===== config.mk =====
export PLATFORM = sky130hd
export DESIGN_NAME = serial_subtractor_flat
export DESIGN_NICKNAME = d
export VERILOG_FILES = /design/src/rtl/serial_subtractor_if.sv /design/src/rtl/serial_subtractor.sv /design/src/flat_wrapper.sv
export SDC_FILE = /design/constraint.sdc
export NUM_CORES = 1
export LEC_CHECK = 0
export ABC_AREA = 1
export CAP_MARGIN = 20
export CORE_ASPECT_RATIO = 1.75
export CORE_MARGIN = 2
export CORE_UTILIZATION = 35
export DETAILED_ROUTE_END_ITERATION = 16
export PLACE_DENSITY = 0.67
export SYNTH_ARGS = -nofsm -noshare
export SYNTH_HDL_FRONTEND = slang
export SYNTH_SLANG_ARGS = --single-unit

===== constraint.sdc =====
create_clock -name clk -period 1.2 [get_ports clk]
set_input_delay 0.12 -clock clk [delete_from_list [all_inputs] [get_ports clk]]
set_output_delay 0.12 -clock clk [all_outputs]
set_load 0.01 [all_outputs]

===== src/rtl/serial_subtractor_if.sv =====
// ---------------------------------------------------------------------------
// serial_subtractor_if
//   Start/done handshake plus operand and result buses of the bit-serial
//   subtractor. The controller side uses the master modport, the arithmetic
//   unit uses the slave modport.
//
//   start   master->slave  request, accepted only when the unit is idle
//   a, b    master->slave  minuend / subtrahend, sampled on the accepting edge
//   busy    slave->master  high while an operation is in flight (RUN, DONE)
//   done    slave->master  one-cycle pulse, diff/borrow valid
//   diff    slave->master  a - b mod 2^WIDTH
//   borrow  slave->master  1 iff a < b (unsigned)
// ---------------------------------------------------------------------------
interface serial_subtractor_if #(
  parameter int WIDTH = 8
);
  logic             start;
  logic [WIDTH-1:0] a;
  logic [WIDTH-1:0] b;
  logic             busy;
  logic             done;
  logic [WIDTH-1:0] diff;
  logic             borrow;

  modport master (
    output start, a, b,
    input  busy, done, diff, borrow
  );

  modport slave (
    input  start, a, b,
    output busy, done, diff, borrow
  );
endinterface


===== src/rtl/serial_subtractor.sv =====
// ---------------------------------------------------------------------------
// serial_subtractor
//   Bit-serial WIDTH-bit unsigned subtractor, LSB first, one bit per clock.
//   A single full subtractor and one borrow flip-flop process the operands
//   as they shift out of two shift registers; result bits shift into the
//   diff register from the MSB end, so after WIDTH RUN edges diff holds the
//   complete result in its natural bit order.
//
//   Ports
//     clk    rising-edge clock
//     rst_n  synchronous active-low reset
//     bus    serial_subtractor_if.slave (start, a, b, busy, done, diff, borrow)
//
//   Timing: start accepted at edge E0 (IDLE only), RUN edges E1..E_WIDTH,
//   done high for the single cycle after E_WIDTH, back in IDLE after the
//   next edge. Minimum start-to-start spacing is WIDTH+2 cycles.
// ---------------------------------------------------------------------------
module serial_subtractor #(
  parameter int WIDTH = 8
) (
  input  logic               clk,
  input  logic               rst_n,
  serial_subtractor_if.slave bus
);

  // Counter must index 0..WIDTH-1; keep at least one bit for WIDTH=1.
  localparam int CW = (WIDTH > 1) ? $clog2(WIDTH) : 1;

  typedef enum logic [1:0] {
    IDLE,
    RUN,
    DONE
  } state_t;

  state_t           state;
  state_t           state_next;

  logic [WIDTH-1:0] a_sh;
  logic [WIDTH-1:0] b_sh;
  logic [WIDTH-1:0] diff_r;
  logic [WIDTH-1:0] diff_shift;
  logic             borrow_ff;
  logic             borrow_r;
  logic [CW-1:0]    cnt;

  logic             ai;
  logic             bi;
  logic             d;
  logic             borrow_next;
  logic             last_bit;

  // -------------------------------------------------------------------------
  // Full subtractor on the current LSBs and the running borrow.
  // -------------------------------------------------------------------------
  always_comb begin
    // NOTE: every variable assigned in an always_comb gets a value on every
    // path (defaults first), otherwise synthesis infers a latch.
    ai          = a_sh[0];
    bi          = b_sh[0];
    d           = ai ^ bi ^ borrow_ff;
    borrow_next = (~ai & bi) | (~(ai ^ bi) & borrow_ff);
    last_bit    = (cnt == CW'(WIDTH - 1));
    // Shift right and insert the new result bit at the MSB; written this way
    // so it also elaborates for WIDTH=1 where a slice [WIDTH-1:1] is empty.
    diff_shift             = diff_r >> 1;
    diff_shift[WIDTH-1]    = d;
  end

  // -------------------------------------------------------------------------
  // FSM: state register
  // -------------------------------------------------------------------------
  always_ff @(posedge clk) begin
    // NOTE: sequential state uses non-blocking assignments so every register
    // samples pre-edge values, independent of process evaluation order.
    if (!rst_n) begin
      state <= IDLE;
    end else begin
      state <= state_next;
    end
  end

  // -------------------------------------------------------------------------
  // FSM: next-state logic
  // -------------------------------------------------------------------------
  always_comb begin
    state_next = state;
    unique case (state)
      IDLE:    if (bus.start) state_next = RUN;
      RUN:     if (last_bit)  state_next = DONE;
      DONE:    state_next = IDLE;   // start here is ignored, not queued
      default: state_next = IDLE;
    endcase
  end

  // -------------------------------------------------------------------------
  // Datapath: operand shifters, borrow flip-flop, counter, result registers
  // -------------------------------------------------------------------------
  always_ff @(posedge clk) begin
    // NOTE: the data registers are reset too, because diff/borrow are visible
    // outputs with defined reset values and a mid-run reset must clear them.
    if (!rst_n) begin
      a_sh      <= '0;
      b_sh      <= '0;
      diff_r    <= '0;
      borrow_ff <= 1'b0;
      borrow_r  <= 1'b0;
      cnt       <= '0;
    end else begin
      unique case (state)
        IDLE: begin
          // diff_r/borrow_r are left alone so the last result stays readable.
          if (bus.start) begin
            a_sh      <= bus.a;
            b_sh      <= bus.b;
            borrow_ff <= 1'b0;
            cnt       <= '0;
          end
        end
        RUN: begin
          a_sh      <= a_sh >> 1;
          b_sh      <= b_sh >> 1;
          borrow_ff <= borrow_next;
          diff_r    <= diff_shift;
          cnt       <= cnt + CW'(1);
          // Borrow out of the MSB is the unsigned a < b flag.
          if (last_bit) borrow_r <= borrow_next;
        end
        default: ;
      endcase
    end
  end

  // -------------------------------------------------------------------------
  // Outputs
  // -------------------------------------------------------------------------
  assign bus.busy   = (state != IDLE);
  assign bus.done   = (state == DONE);
  assign bus.diff   = diff_r;
  assign bus.borrow = borrow_r;

endmodule


===== src/flat_wrapper.sv =====
// flat-port wrapper written by rule: the top's interface ports become plain ports
module serial_subtractor_flat 
#(
  parameter int WIDTH = 8
)
  (clk, rst_n, bus_start, bus_a, bus_b, bus_busy, bus_done, bus_diff, bus_borrow);
  serial_subtractor_if #(.WIDTH(WIDTH)) bus_i ();
  input  logic clk;
  input  logic rst_n;
  input wire logic [$bits(bus_i.start)-1:0] bus_start;
  input wire logic [$bits(bus_i.a)-1:0] bus_a;
  input wire logic [$bits(bus_i.b)-1:0] bus_b;
  output wire logic [$bits(bus_i.busy)-1:0] bus_busy;
  output wire logic [$bits(bus_i.done)-1:0] bus_done;
  output wire logic [$bits(bus_i.diff)-1:0] bus_diff;
  output wire logic [$bits(bus_i.borrow)-1:0] bus_borrow;
  assign bus_i.start = bus_start;
  assign bus_i.a = bus_a;
  assign bus_i.b = bus_b;
  assign bus_busy = bus_i.busy;
  assign bus_done = bus_i.done;
  assign bus_diff = bus_i.diff;
  assign bus_borrow = bus_i.borrow;
  serial_subtractor #(.WIDTH(WIDTH)) u_core (.clk(clk), .rst_n(rst_n), .bus(bus_i));
endmodule

==> results.sh, run 1 <==
export IMPL_ioPinCount=30
export IMPL_rsz0062_at_grt="yes"
export IMPL_netlist_top_cells_area="dfxtp_1 (43%), nand2_1 (17%), inv_1 (9.3%)"
export IMPL_fin_total_pwr_uw=2490
export IMPL_crit_path_frequent_cell="nand2_1"
export IMPL_setup_worst_path_class="flip-flop to flip-flop"
export IMPL_cts_inserted_buffers=5
export IMPL_fin_crit_sh_pct=97.4
export IMPL_insertion_delay_ps=280
export IMPL_grt_pass1_wl_mm=5.06
export IMPL_crit_required_ps=1370
export IMPL_drtIter0Drc=32
export IMPL_hpwl_mm=2.05
export IMPL_core_area_um2=4070
export IMPL_fin_crit_ps=1170
export IMPL_die_area_um2=4690
export IMPL_area_growth_pct=37.3
export IMPL_fin_skew_ps=5.39
export IMPL_worstSetupStartpointType="flip-flop"
export IMPL_final_net_count=280
export IMPL_syn_nets=240
export IMPL_vias_per_cell=4.44
export IMPL_dieWidth_um=52.7
export IMPL_status="finished clean"
export IMPL_path_max_fanout=9
export IMPL_worst_slew_pin_slew_ps=245
export IMPL_htreeDepth=2
export IMPL_clock_root_buffer="clkbuf_8"
export IMPL_wirelength_mm=3.18
export IMPL_clkPwrFrac_pct=35.9
export IMPL_crit_path_end_kind="flip-flop"
export IMPL_leakage_uw=0.000994
export IMPL_synth_largest_area_cell="dfxtp_1"
export IMPL_setup_viol=0
export IMPL_synth_seq_area_share_pct=42.8
export IMPL_r2r_start="u_core.state[0]$_SDFFE_PN0P_"
export IMPL_vias=1369
export IMPL_p_switching_uw=638
export IMPL_vdd_drop_max_uv=1050
export IMPL_maxCapViolations=0
export IMPL_regArea_um2=623
export IMPL_num_fill_cells=427
export IMPL_seqPwrFrac_pct=45.8
export IMPL_antenna_found_initial=0
export IMPL_cp_startpoint="u_core.state[0]$_SDFFE_PN0P_"
export IMPL_fin_cells=308
export IMPL_cts_buffer_depth=2
export IMPL_cts_tree="built"
export IMPL_netlist_area_um2=1450
export IMPL_postRouteAntennaNets=0
export IMPL_grt_overflow=0
export IMPL_first_pass_iters=4
export IMPL_clock_sinks=31
export IMPL_swShare_pct=25.6
export IMPL_gp_congestion=0.766
export IMPL_worst_path_buf_inv=2
export IMPL_slowest_delay_ps=350
export IMPL_syn_area_per_cell_um2=6.65
export IMPL_wire_per_inst_um=10.3
export IMPL_slowest_stage="dfxtp_2"
export IMPL_p_int_uw=1850
export IMPL_critPathTopFamily="flip-flops"
export IMPL_synth_warnings=0
export IMPL_worstHoldPathType="input port to flip-flop"
export IMPL_path_clk_slew_ps=70
export IMPL_floorplan_initialDensity_pct=35.6
export IMPL_drive_gt1_share_pct=11.6
export IMPL_ys_seq_elements=31
export IMPL_p_per_area_nw_per_um2=1250
export IMPL_dp_cells=298
export IMPL_drc=0
export IMPL_synthCells=218
export IMPL_track_usage_pct=14.5
export IMPL_grt_pass1_vias=1264
export IMPL_min_from="bus_b[7]"
export IMPL_io_buffers=29
export IMPL_insertedDiodeCount=0
export IMPL_maxSlewViolCount=0
export IMPL_fmax_ghz=0.856
export IMPL_cp_cell_sequence="buf_4 -> o21ai_4 -> clkbuf_16 -> nand2_1 -> nand2_1 -> nor2_1"
export IMPL_rows=31
export IMPL_comb_power_share_pct=18.3
export IMPL_multi_input_area_um2=628
export IMPL_hold_viol_final=0
export IMPL_slew_headroom_pct=83.6
export IMPL_grt_max_degree=36
export IMPL_arrival_ps=1340
export IMPL_ys_types=17
export IMPL_synth_top_area_share_pct=42.8
export IMPL_fp_dieH_um=89.2
[metal layers]
| layer | GRT usage, % | vias to the layer above | part of all wire (%) |
|---|---|---|---|
| li1 | - | 725 | - |
| met5 | 0 | - | 0 |
| met4 | 6.29 | 0 | 1.2 |
| met3 | 3.51 | 4 | 4.2 |
| met1 | 14.6 | 614 | 41 |
| met2 | 27.0 | 26 | 54 |
[final cells by class]
cell class | count | share of cell area [%]
flip-flops and latches | 31 | 31.3
inverters | 37 | 6.98
repair buffers | 43 | 22.1
clock buffers | 8 | 5.03
well taps | 49 | 3.08
multi-input cells | 140 | 31.6
[what timing repair did]
item | in CTS | in global routing
hold buffers | 0 | 0
setup endpoints to repair | 11 | 17
pin swaps | 0 | 1
resized for setup | 15 | 7
buffers inserted | 0 | 0
cloned | 0 | 2
[worst reg2reg max path, cell delays in order (launching register included)]
cell       delay, ps
dfxtp_2          350
buf_4            140
o21ai_4          220
clkbuf_16        210
nand2_1           50
nand2_1           50
nor2_1            40
[path summary, 6_finish.rpt]
| path | to | slack, ps | cells after the start |
|---|---|---|---|
| worst min-delay path | u_core.b_sh[7]$_SDFFE_PN0P_ | 440 | 3 |
| worst min register to register | u_core.b_sh[7]$_SDFFE_PN0P_ | 460 | 2 |
| worst max-delay path | u_core.a_sh[1]$_SDFFE_PN0P_ | 30 | 6 |
| worst max register to register | u_core.a_sh[1]$_SDFFE_PN0P_ | 30 | 6 |
[cells in the mapped netlist, drive strengths merged]
| cell | n |
|---|---|
| a21oi | 19 |
| nand3 | 2 |
| nor3 | 1 |
| clkbuf | 2 |
| o21ai | 12 |
| fa | 1 |
| inv | 37 |
| dfxtp | 31 |
| ha | 2 |
| nand2 | 68 |
| buf | 8 |
| nor2 | 35 |
[logic make-up after synthesis]
logic type	Yosys count	share of synthesized area (%)
compound gates	31	11.5
fa+ha+maj	3	3.11
buf+inv	47	14.8
flops	31	42.8
simple gates	106	27.9
[state kept, by name (all words and copies together), names as in the netlist]
register           flops
u_core.a_sh            8
u_core.b_sh            8
u_core.bus.diff        8
u_core.cnt             3
u_core.state           2
u_core.borrow_ff       1
u_core.bus.borrow      1
[power by group through the flow]
stage,combinational [uW],clock (uW),sequential [uW]
floorplan,262,0,1160
detailed placement,440,0,1160
global route,526,958,1150
finish,455,896,1140
global placement,438,0,1160
CTS,429,917,1140
[cells in the final DEF (no fill, tap or decap)]
cell,synthesis,final
nand2_1,67,67
inv_1,36,35
nor2_1,35,34
dfxtp_1,31,29
a21oi_1,19,19
clkdlybuf4s50_1,0,18
buf_4,1,10
o21ai_0,11,9
dlygate4sd2_1,0,9
clkbuf_8,0,7
inv_2,1,2
o21ai_1,0,2
nand3_1,2,2
ha_1,2,2
clkbuf_16,0,2
buf_12,0,2
dfxtp_2,0,2
nor2_2,0,1
o21ai_4,1,1
nand2_4,0,1
nor3_2,0,1
fa_1,1,1
clkbuf_1,2,1
clkdlybuf4s15_1,0,1
clkbuf_2,0,1
[through the flow]
step | setup TNS, ps | instance area, um2 | util [%] | hold slack, ps | setup slack [ps]
floorplan | 0 | 1450 | - | 256 | 99.1
global placement | -209 | 1840 | 45.2 | 447 | -21.4
detailed placement | -707 | 1840 | 45.2 | 451 | -51.6
CTS | 0 | 1930 | 47.5 | 438 | 16.3
global route | -32.3 | 1990 | 48.9 | 462 | -14.2
finish | 0 | 1990 | 48.9 | 437 | 31.3
No activity file was read; power rests on OpenSTA's default activity.
==> run 2, diff against run 1 <==
- CAP_MARGIN: 20 -> default
- GPL_TIMING_DRIVEN: default -> 0
==> results.sh, run 2 (same netlist as run 1, synthesis figures left out) <==
export IMPL_status="finished clean"
export IMPL_vias=1336
export IMPL_worst_path_buf_inv=3
export IMPL_grt_pass1_wl_mm=5.18
export IMPL_slowest_stage="dfxtp_1"
export IMPL_crit_path_end_kind="output port"
export IMPL_final_net_count=280
export IMPL_min_to="u_core.b_sh[7]$_SDFFE_PN0P_"
export IMPL_vias_per_cell=4.34
export IMPL_ioPinCount=30
export IMPL_wire_per_inst_um=9.95
export IMPL_core_area_um2=4070
export IMPL_fin_setup_tns_ps=0
export IMPL_regArea_um2=626
export IMPL_path_max_fanout=6
export IMPL_maxSlewViolCount=0
export IMPL_floorplan_initialDensity_pct=35.6
export IMPL_swShare_pct=27.4
export IMPL_dp_cells=296
export IMPL_rrSetupSlack_ps=70
export IMPL_maxCapViolations=0
export IMPL_leakage_uw=0.000976
export IMPL_area_growth_pct=34.3
export IMPL_dieWidth_um=52.7
export IMPL_grt_max_degree=11
export IMPL_insertion_delay_ps=290
export IMPL_cp_cell_sequence="buf_6 -> buf_8 -> nor2_2 -> buf_2"
export IMPL_insertedDiodeCount=0
export IMPL_fp_dieH_um=89.2
export IMPL_fin_skew_ps=8.50
export IMPL_fin_cells=308
export IMPL_io_buffers=29
export IMPL_clock_sinks=31
export IMPL_seqPwrFrac_pct=48.0
export IMPL_path_clk_slew_ps=60
export IMPL_setup_worst_path_class="flip-flop to output port"
export IMPL_r2r_end="u_core.bus.diff[7]$_SDFFE_PN0N_"
export IMPL_p_per_area_nw_per_um2=1210
export IMPL_clock_root_buffer="clkbuf_8"
export IMPL_slew_headroom_pct=75.6
export IMPL_postRouteAntennaNets=0
export IMPL_multi_input_area_um2=641
export IMPL_cts_tree="built"
export IMPL_p_switching_uw=649
export IMPL_p_int_uw=1720
export IMPL_cts_buffer_depth=2
export IMPL_rr_worst_depth=4
export IMPL_final_area_um2=1950
export IMPL_fin_crit_ps=1190
export IMPL_crit_required_ps=1080
export IMPL_wirelength_mm=3.07
export IMPL_cts_hold_buf=0
export IMPL_track_usage_pct=14.8
export IMPL_grt_overflow=0
export IMPL_holdPathStages=3
export IMPL_antenna_found_initial=0
export IMPL_rsz0062_at_grt="yes"
export IMPL_critPathTopFamily="buffers and inverters"
export IMPL_r2r_start="u_core.borrow_ff$_SDFFE_PN0P_"
export IMPL_worst_slew_pin_slew_ps=366
export IMPL_mostFrequentLayoutCell="nand2_1"
export IMPL_drtIter0Drc=12
export IMPL_grt_pass1_vias=1260
export IMPL_slowest_delay_ps=310
export IMPL_clkPwrFrac_pct=32.8
export IMPL_cp_startpoint="u_core.state[0]$_SDFFE_PN0P_"
export IMPL_comb_power_share_pct=19.3
export IMPL_hold_viol_final=0
export IMPL_worstSetupStartpointType="flip-flop"
export IMPL_fin_crit_sh_pct=99.4
export IMPL_min_from="bus_b[7]"
export IMPL_htreeDepth=2
export IMPL_gp_congestion=0.790
export IMPL_num_fill_cells=441
export IMPL_setup_viol=0
export IMPL_arrival_ps=1070
export IMPL_rows=31
export IMPL_cp_depth=4
export IMPL_final_cell_mix="nand2_1 (66), inv_1 (33), nor2_1 (33)"
export IMPL_drive_gt1_share_pct=14.3
export IMPL_first_pass_iters=4
export IMPL_hpwl_mm=2.22
export IMPL_vdd_drop_max_uv=1280
export IMPL_fmax_ghz=0.838
export IMPL_die_area_um2=4690
export IMPL_worstHoldPathType="input port to flip-flop"
export IMPL_drc=0
export IMPL_post_dp_cell_area_um2=1800
export IMPL_cts_inserted_buffers=5
export IMPL_post_route_util_pct=47.8
export IMPL_holdWs_ps=411
## run 2: changes by cell type in the layout (fill, tap and decap cells not counted), moves of 2 or more
cell,before,now
buf_4,10,5
clkbuf_16,2,0
buf_6,0,6
clkbuf_8,7,5
inv_2,2,4
clkinv_2,0,3
inv_1,35,33
buf_12,2,0
buf_2,0,2
nand2_2,0,2
## run 2: through the flow
stage                     total power [uW]  worst slack [ps]
final                                 2370              7.06
after global routing                  2520             -29.0
after CTS                             2380             -82.6
after detailed placement              1600              -216
after global placement                1590              -211
after floorplan                       1430              99.1
## run 2: worst max path at each step
stage,endpoint
2_1_floorplan,u_core.bus.diff[7]$_SDFFE_PN0N_
3_5_place_dp,bus_done
5_1_grt,bus_done
4_1_cts,bus_done
6_report,bus_done
3_3_place_gp,bus_done
## run 2: layout make-up
cell class,count,share of cell area [%]
Sequential cell,31,32.1
Timing Repair Buffer,33,15.4
Tap cell,49,3.15
Clock inverter,3,0.771
Buffer,10,5.07
Multi-Input combinational cell,140,32.9
Clock buffer,5,3.53
Inverter,37,7.13
## run 2: metal layers
metal  GRT usage [%]  share of wire, %  vias to the layer above
met5               0                 0                        -
met4            5.59               1.8                        0
met3            4.01               4.0                        6
met2            25.9                51                       24
met1            16.7                43                      579
li1                -                 -                      727
## run 2: repair_timing
item / 4_1_cts / 5_1_grt
endpoints found under the setup margin: 12 / 26
setup buffers: 1 / 3
pin swaps: 0 / 3
endpoints found under the hold margin: 0 / 0
resized for setup: 23 / 19
## run 2: power groups by stage
stage | combinational, uW | sequential [uW] | clock [uW]
after floorplan | 262 | 1160 | 0
after global placement | 431 | 1160 | 0
after detailed placement | 437 | 1160 | 0
after CTS | 434 | 1140 | 809
after global routing | 523 | 1140 | 856
final | 456 | 1130 | 775
## run 2: worst reg2reg max path, cell delays in order, from the launching register on
cell and delay (ps):
dfxtp_2 330, inv_2 40, fa_1 500, o21ai_2 130, nor2_1 50
==> run 3, diff against run 2 <==
- clock period: 1.2 -> 1.45 ns (I/O delays scaled with it)
==> results.sh, run 3 (same netlist as run 1, synthesis figures left out) <==
export IMPL_critPathTopFamily="buffers and inverters"
export IMPL_status="finished clean"
export IMPL_path_clk_slew_ps=70
export IMPL_floorplan_initialDensity_pct=35.6
export IMPL_multi_input_area_um2=618
export IMPL_p_switching_uw=529
export IMPL_first_pass_iters=4
export IMPL_leakage_uw=0.000906
export IMPL_htreeDepth=2
export IMPL_vias=1307
export IMPL_clkPwrFrac_pct=33.1
export IMPL_worstSetupStartpointType="flip-flop"
export IMPL_grt_overflow=0
export IMPL_slew_headroom_pct=68.6
export IMPL_num_fill_cells=446
export IMPL_hold_viol_final=0
export IMPL_cts_inserted_buffers=5
export IMPL_setup_worst_path_class="flip-flop to output port"
export IMPL_place_ws_ps=9.46
export IMPL_gp_congestion=0.790
export IMPL_fin_total_pwr_uw=1940
export IMPL_hpwl_mm=2.22
export IMPL_ioPinCount=30
export IMPL_fin_crit_sh_pct=92.4
export IMPL_arrival_ps=1200
export IMPL_grt_pass1_wl_mm=5.16
export IMPL_vdd_drop_max_uv=1070
export IMPL_dieWidth_um=52.7
export IMPL_finalWorstSetupSlack_ps=110
export IMPL_swShare_pct=27.2
export IMPL_p_int_uw=1410
export IMPL_wirelength_mm=3.02
export IMPL_final_cell_mix="nand2_1 (67), inv_1 (36), nor2_1 (34)"
export IMPL_wire_per_inst_um=9.93
export IMPL_grt_max_degree=11
export IMPL_final_net_count=276
export IMPL_slowest_stage="clkdlybuf4s50_1"
export IMPL_postRouteAntennaNets=0
export IMPL_setup_viol=0
export IMPL_grt_pass1_vias=1260
export IMPL_drc=0
export IMPL_comb_power_share_pct=18.5
export IMPL_fin_skew_ps=7.69
export IMPL_crit_path_end_kind="output port"
export IMPL_worst_slew_pin_slew_ps=471
export IMPL_drive_gt1_share_pct=8.24
export IMPL_insertedDiodeCount=0
export IMPL_vias_per_cell=4.30
export IMPL_io_buffers=29
export IMPL_cts_buffer_depth=2
export IMPL_fin_crit_ps=1340
export IMPL_maxSlewViolCount=0
export IMPL_cp_cell_sequence="clkdlybuf4s50_1"
export IMPL_mostFrequentLayoutCell="nand2_1"
export IMPL_worst_path_buf_inv=1
export IMPL_clock_root_buffer="clkbuf_8"
export IMPL_crit_required_ps=1310
export IMPL_path_max_fanout=3
export IMPL_antenna_found_initial=0
export IMPL_die_area_um2=4690
export IMPL_rows=31
export IMPL_insertion_delay_ps=290
export IMPL_fp_dieH_um=89.2
export IMPL_cts_tree="built"
export IMPL_rsz0062_at_grt="no"
export IMPL_core_area_um2=4070
export IMPL_fin_setup_tns_ps=0
export IMPL_worstHoldPathType="input port to flip-flop"
export IMPL_fmax_ghz=0.746
export IMPL_area_growth_pct=29.9
export IMPL_seqPwrFrac_pct=48.4
export IMPL_clock_sinks=31
export IMPL_slowest_delay_ps=550
export IMPL_maxCapViolations=0
export IMPL_p_per_area_nw_per_um2=1030
export IMPL_drtIter0Drc=20
export IMPL_regArea_um2=621
export IMPL_track_usage_pct=14.8
run 3: power groups by stage:
stage | Combinational (uW) | Sequential, uW | Clock [uW]
5_1_grt | 415 | 947 | 709
3_5_place_dp | 362 | 960 | 0
3_3_place_gp | 357 | 959 | 0
4_1_cts | 365 | 941 | 670
6_report | 360 | 941 | 643
2_1_floorplan | 217 | 963 | 0
run 3: timing repair:
| action | 4_1_cts | 5_1_grt |
|---|---|---|
| pin swaps | 0 | 0 |
| endpoints found under the setup margin | 2 | 1 |
| buffers inserted | 0 | 0 |
| hold buffers | 0 | 0 |
| gates resized for setup | 5 | 1 |
run 3: metal layers:
| layer | global-route usage (%) | wire length (um) |
|---|---|---|
| met1 | 16.4 | 1320 |
| met2 | 26.3 | 1520 |
| met3 | 4.01 | 125 |
| met4 | 5.59 | 56 |
| met5 | 0 | 0 |
run 3: through the flow:
step,utilization (%),hold slack (ps),instances,cell area [um2]
2_1_floorplan,-,281,218,1450
3_3_place_gp,44.2,450,296,1800
3_5_place_dp,44.2,459,296,1800
4_1_cts,46.4,432,304,1890
5_1_grt,46.3,477,304,1880
6_report,46.3,437,304,1880
run 3: cell type report:
type,instances,area share [%]
flip-flops and latches,31,32.9
multi-input cells,140,32.8
repair buffers,29,15.1
inverters,37,7.37
plain buffers,10,4.12
clock buffers,5,3.65
well taps,49,3.25
clock inverters,3,0.797
run 3: final timing paths:
| check | from | endpoint | slack [ps] | depth (start not counted) |
|---|---|---|---|---|
| max | u_core.bus.diff[2]$_SDFFE_PN0N_ | bus_diff[2] | 110 | 1 |
| min | bus_b[7] | u_core.b_sh[7]$_SDFFE_PN0P_ | 440 | 3 |
| max reg2reg | u_core.b_sh[0]$_SDFFE_PN0P_ | u_core.bus.diff[7]$_SDFFE_PN0N_ | 230 | 4 |
| min reg2reg | u_core.borrow_ff$_SDFFE_PN0P_ | u_core.borrow_ff$_SDFFE_PN0P_ | 460 | 2 |
